==> src/rtl/core_c1_trap_ctrl.sv <==
// Trap sequencer for the C1 CSR unit: arbitrates exceptions and machine interrupts,
// fires a one-cycle trap pulse at a legal boundary, then holds the pipeline in flush.
module core_c1_trap_ctrl #(
  parameter int unsigned FLUSH_CYCLES = 2,
  parameter int unsigned SYNC_STAGES  = 2
) (
  input  logic       clk,
  input  logic       rst,
  input  logic       irq_msoft,
  input  logic       irq_mtime,
  input  logic       irq_mext,
  input  logic [2:0] mie_bits,
  input  logic       mstatus_mie,
  input  logic       exc_valid,
  input  logic [7:0] exc_code,
  input  logic       instr_retire,
  input  logic       mret_valid,
  output logic       in_exception,
  output logic       in_interrupt,
  output logic [7:0] in_exception_code,
  output logic [7:0] in_interrupt_code,
  output logic       flush_hold,
  output logic [2:0] irq_pending
);

  localparam int unsigned CNT_W   = 4;
  localparam int unsigned CODE_W  = 8;
  localparam logic [CODE_W-1:0] CODE_MSOFT = CODE_W'(3);
  localparam logic [CODE_W-1:0] CODE_MTIME = CODE_W'(7);
  localparam logic [CODE_W-1:0] CODE_MEXT  = CODE_W'(11);

  typedef enum logic [1:0] {
    ST_IDLE  = 2'd0,
    ST_FIRE  = 2'd1,
    ST_FLUSH = 2'd2
  } state_t;

  logic [2:0]        w_irq_raw;
  logic [2:0]        w_irq_sync;
  logic [2:0]        w_irq_en_pend;
  logic              w_irq_any;
  logic [CODE_W-1:0] w_irq_code;

  state_t            r_state;
  logic [CNT_W-1:0]  r_cnt;
  logic              r_in_exception;
  logic              r_in_interrupt;
  logic [CODE_W-1:0] r_exc_code;
  logic [CODE_W-1:0] r_irq_code;
  logic              r_flush_hold;

  // Bit order {mext, mtime, msoft} matches mie_bits and irq_pending.
  assign w_irq_raw = {irq_mext, irq_mtime, irq_msoft};

  if (SYNC_STAGES == 0) begin : g_nosync
    assign w_irq_sync = w_irq_raw;
  end else begin : g_sync
    logic [2:0] r_sync [SYNC_STAGES];

    always_ff @(posedge clk) begin
      if (rst) begin
        for (int i = 0; i < int'(SYNC_STAGES); i++) r_sync[i] <= '0;
      end else begin
        r_sync[0] <= w_irq_raw;
        for (int i = 1; i < int'(SYNC_STAGES); i++) r_sync[i] <= r_sync[i-1];
      end
    end

    assign w_irq_sync = r_sync[SYNC_STAGES-1];
  end

  assign w_irq_en_pend = w_irq_sync & mie_bits & {3{mstatus_mie}};
  assign w_irq_any     = |w_irq_en_pend;

  // Fixed priority: mext, then msoft, then mtime.
  always_comb begin
    w_irq_code = CODE_MTIME;
    if (w_irq_en_pend[2])      w_irq_code = CODE_MEXT;
    else if (w_irq_en_pend[0]) w_irq_code = CODE_MSOFT;
  end

  always_ff @(posedge clk) begin
    if (rst) begin
      r_state        <= ST_IDLE;
      r_cnt          <= '0;
      r_in_exception <= 1'b0;
      r_in_interrupt <= 1'b0;
      r_exc_code     <= '0;
      r_irq_code     <= '0;
      r_flush_hold   <= 1'b0;
    end else begin
      r_in_exception <= 1'b0;
      r_in_interrupt <= 1'b0;
      case (r_state)
        ST_IDLE: begin
          r_flush_hold <= 1'b0;
          if (exc_valid) begin
            r_state        <= ST_FIRE;
            r_in_exception <= 1'b1;
            r_exc_code     <= exc_code;
          end else if (instr_retire && !mret_valid && w_irq_any) begin
            r_state        <= ST_FIRE;
            r_in_interrupt <= 1'b1;
            r_irq_code     <= w_irq_code;
          end
        end
        ST_FIRE: begin
          r_state      <= ST_FLUSH;
          r_flush_hold <= 1'b1;
          r_cnt        <= CNT_W'(FLUSH_CYCLES - 1);
        end
        ST_FLUSH: begin
          // Squashed instructions cannot raise traps while the hold is up.
          if (r_cnt == '0) begin
            r_state      <= ST_IDLE;
            r_flush_hold <= 1'b0;
          end else begin
            r_cnt <= r_cnt - CNT_W'(1);
          end
        end
        default: begin
          r_state      <= ST_IDLE;
          r_flush_hold <= 1'b0;
        end
      endcase
    end
  end

  assign in_exception      = r_in_exception;
  assign in_interrupt      = r_in_interrupt;
  assign in_exception_code = r_exc_code;
  assign in_interrupt_code = r_irq_code;
  assign flush_hold        = r_flush_hold;
  assign irq_pending       = w_irq_sync;

endmodule

==> config.mk <==
export PLATFORM = sky130hd
export DESIGN_NAME = core_c1_trap_ctrl
export DESIGN_NICKNAME = d
export VERILOG_FILES = /design/src/rtl/core_c1_trap_ctrl.sv
export SDC_FILE = /design/constraint.sdc
export NUM_CORES = 1
export LEC_CHECK = 0
export CAP_MARGIN = 20
export CORE_UTILIZATION = 42
export CTS_CLUSTER_SIZE = 20
export DETAILED_ROUTE_END_ITERATION = 8
export PLACE_DENSITY = 0.78
export SYNTH_ARGS = -nofsm -noshare
export SYNTH_HDL_FRONTEND = slang
export SYNTH_SLANG_ARGS = --single-unit
==> constraint.sdc <==
create_clock -name clk -period 1.9 [get_ports clk]
set_input_delay 0.475 -clock clk [delete_from_list [all_inputs] [get_ports clk]]
set_output_delay 0.475 -clock clk [all_outputs]
set_load 0.02 [all_outputs]
==> results by group <==
Min path
  – Hold Path Class: reg -> reg

Placement
  – Port Buffers: 37
  – Pre-CTS WS: -0.0571 ns
  – GPL Wtd Cong: 0.833
  – Placed insts: 167
  – DP HPWL: 1720 microns

Worst setup path
  – Worst-path cell chain: clkdlybuf4s50_1
  – Critical Path Fanout Max: 4
  – Nature of the critical path endpoint: output pin
  – Required @ worst endpoint: 1.42 ns
  – CP delay by family, top: buffers and inverters
  – CP peak stage delay: 0.64 ns
  – Kind of critical path: reg -> out
  – CP arrival: 1.36 ns
  – CP max stage cell: clkdlybuf4s50_1
  – Worst path bufs/invs: 1
  – Startpoint class of the critical path: flop

STA
  – Minimum clock period: 1.83 ns
  – Worst hold slack: 0.456 ns
  – Final setup viols: 0
  – RSZ-0062 raised after global routing: no
  – Achievable frequency: 546 MHz
  – Crit share post-route: 96.3%
  – Pins over their slew limit: 0
  – Clock skew: 0.00395 ns
  – Final worst slack: 0.0695 ns
  – Final Hold Viols: 0

Synth
  – Synth warn: 0
  – Post-synthesis xor/xnor area fraction: 0%
  – Simple-Gate Fraction of Synth Area: 19.9%
  – Largest family of logic cells by synthesized area: simple AND/OR/NAND/NOR gates
  – Post-synthesis mux area share: 8.63%
  – Fraction of the mapped netlist area in compound gates: 9.71%
  – Most common cell in the synthesized netlist: dfxtp_1
  – Main synth FF type: dfxtp_1
  – Area share of fa/ha/maj cells after synthesis: 2.40%
  – Yosys top cell by area: dfxtp_1
  – Synth unique cells: 35
  – Share of the synthesized area in the top cell type: 49.9%
  – #FFs+latches synth: 26
  – Post-synth EDFFs: 0
  – Cells after Synth: 106
  – Ys async rst share: 0%
  – Mean Syn Cell Area: 9.84 sq um
  – Cell area after synthesis: 0.00104 sq mm
  – Synth top cells by count: 26 x dfxtp_1, 10 x nor2_1, 9 x mux2i_1
  – Area contributors post-synth: dfxtp_1 50%, mux2i_1 8.6%, buf_4 5.8%
  – Sequential element share of the synthesized area: 49.9%

Power
  – Worst VDD drop: 0.598 mV
  – Lkg Pwr: 0.579 nW
  – Final Power: 1.16 mW
  – Cell Pwr Density: 786 mW/mm^2

Global route
  – All-Layer GR Usage: 19.8%
  – Initial antenna violation count: 0
  – Total grt overflow: 0
  – Largest net degree at the start of global routing: 16
  – First-pass GRT wire length: 3920 microns
  – Vias in the first global route: 859

Clock tree
  – Clk_lat worst skew: 0.32 ns
  – Clock buffer depth: 2
  – CTS tree: done
  – Clock Sinks: 26
  – Clock-pin slew on the worst setup and hold paths: 0.14 ns
  – Total CTS buffers: 3
  – CTS HTree Levels: 1
  – Post-CTS setup buffers: 0
  – CTS Hold Bufs: 0
  – Post_cts resized: 0
  – Root Driver: clkbuf_4

Floorplan
  – Die area: 0.00269 sq mm
  – Core Region: 0.00228 sq mm
  – Initial Util: 45.8%
  – Die width: 51.8 microns
  – Row Count: 17
  – IO Pins: 42
  – Die Span Y: 51.8 microns

Detailed routing
  – Initial DRC Count: 8
  – Routed Antenna Nets: 0
  – Detailed Routing Iterations Pass 1: 4
  – Vias/cell: 5.08
  – Final WL: 2210 microns
  – WL/cell: 12.9 microns
  – Vias: 868
  – DRC Markers: 0

Cells and area
  – Antenna cells: 0
  – Layout cells sized above 1: 7.69%
  – Layout Nets: 166
  – Filler cells: 191
  – Final Non-Filler Cells: 171
  – Area Growth Syn to Fin: 40.9%

Status
  – Outcome: finished, final reports clean

Job
  – Max-cap violations: 0
final cells by class:
type                            count  area, sq um  share of cell area, %
Clock buffer                        3         22.5                   1.53
Clock inverter                      1         30.0                   2.04
Inverter                            6         22.5                   1.53
Sequential cell                    26          520                   35.4
Tap cell                           28         35.0                   2.38
Timing Repair Buffer               41          400                   27.2
Multi-Input combinational cell     66          439                   29.9
routing by layer:
metal  global-route usage [%]  part of all wire [%]
met4                     4.05                  0.72
met5                        0                     0
met2                     34.4                    49
met1                     22.9                    44
met3                     7.60                   6.2
stage by stage:
step	setup TNS [ns]	cell area (sq um)	utilization, %
floorplan	0	1050	-
global placement	-0.0187	1420	62.3
detailed placement	-0.242	1420	62.3
CTS	0	1470	64.6
global route	0	1470	64.6
finish	0	1470	64.6
cells in the final DEF (no fill, tap or decap), types with 2 or more instances in the layout:
master,instances
nand2_1,3
clkbuf_4,3
nor2_1,10
nand2b_1,2
mux2i_1,9
ha_1,2
buf_4,4
nor3b_1,2
clkdlybuf4s50_1,37
or3_1,3
dfxtp_1,26
conb_1,4
nor2b_1,6
a21oi_1,5
inv_1,6
power by group:
| group | internal [mW] | switching, mW | leakage [nW] | total [mW] |
|---|---|---|---|---|
| Clock | 0.213 | 0.159 | 0.0279 | 0.372 |
| Sequential | 0.572 | 0.0155 | 0.213 | 0.587 |
| Combinational | 0.104 | 0.0922 | 0.338 | 0.197 |
| Total | 0.889 | 0.266 | 0.579 | 1.16 |
state kept, by name, summed over array words and instances (netlist names):
signal	flops
in_exception_code	8
g_sync.r_sync	6
r_cnt	4
in_interrupt_code	3
r_state	2
flush_hold	1
in_exception	1
in_interrupt	1
kinds of logic after synthesis:
group | Yosys count
AND/OR/NAND/NOR | 36
flip-flops | 26
AO/OA/AOI/OAI | 15
buffers and inverters | 17
adder cells (fa/ha/maj) | 2
multiplexers | 9
other | 1
final timing paths:
| kind | start | end | slack (ns) | cells past startpoint |
|---|---|---|---|---|
| max | g_sync.r_sync[0][5] | irq_pending[2] | 0.07 | 1 |
| min | g_sync.r_sync[0][2] | g_sync.r_sync[0][5] | 0.46 | 1 |
| max reg2reg | r_state[0] | in_interrupt_code[2] | 0.41 | 3 |
| min reg2reg | g_sync.r_sync[0][2] | g_sync.r_sync[0][5] | 0.46 | 1 |
(Power assumes the default switching activity.)
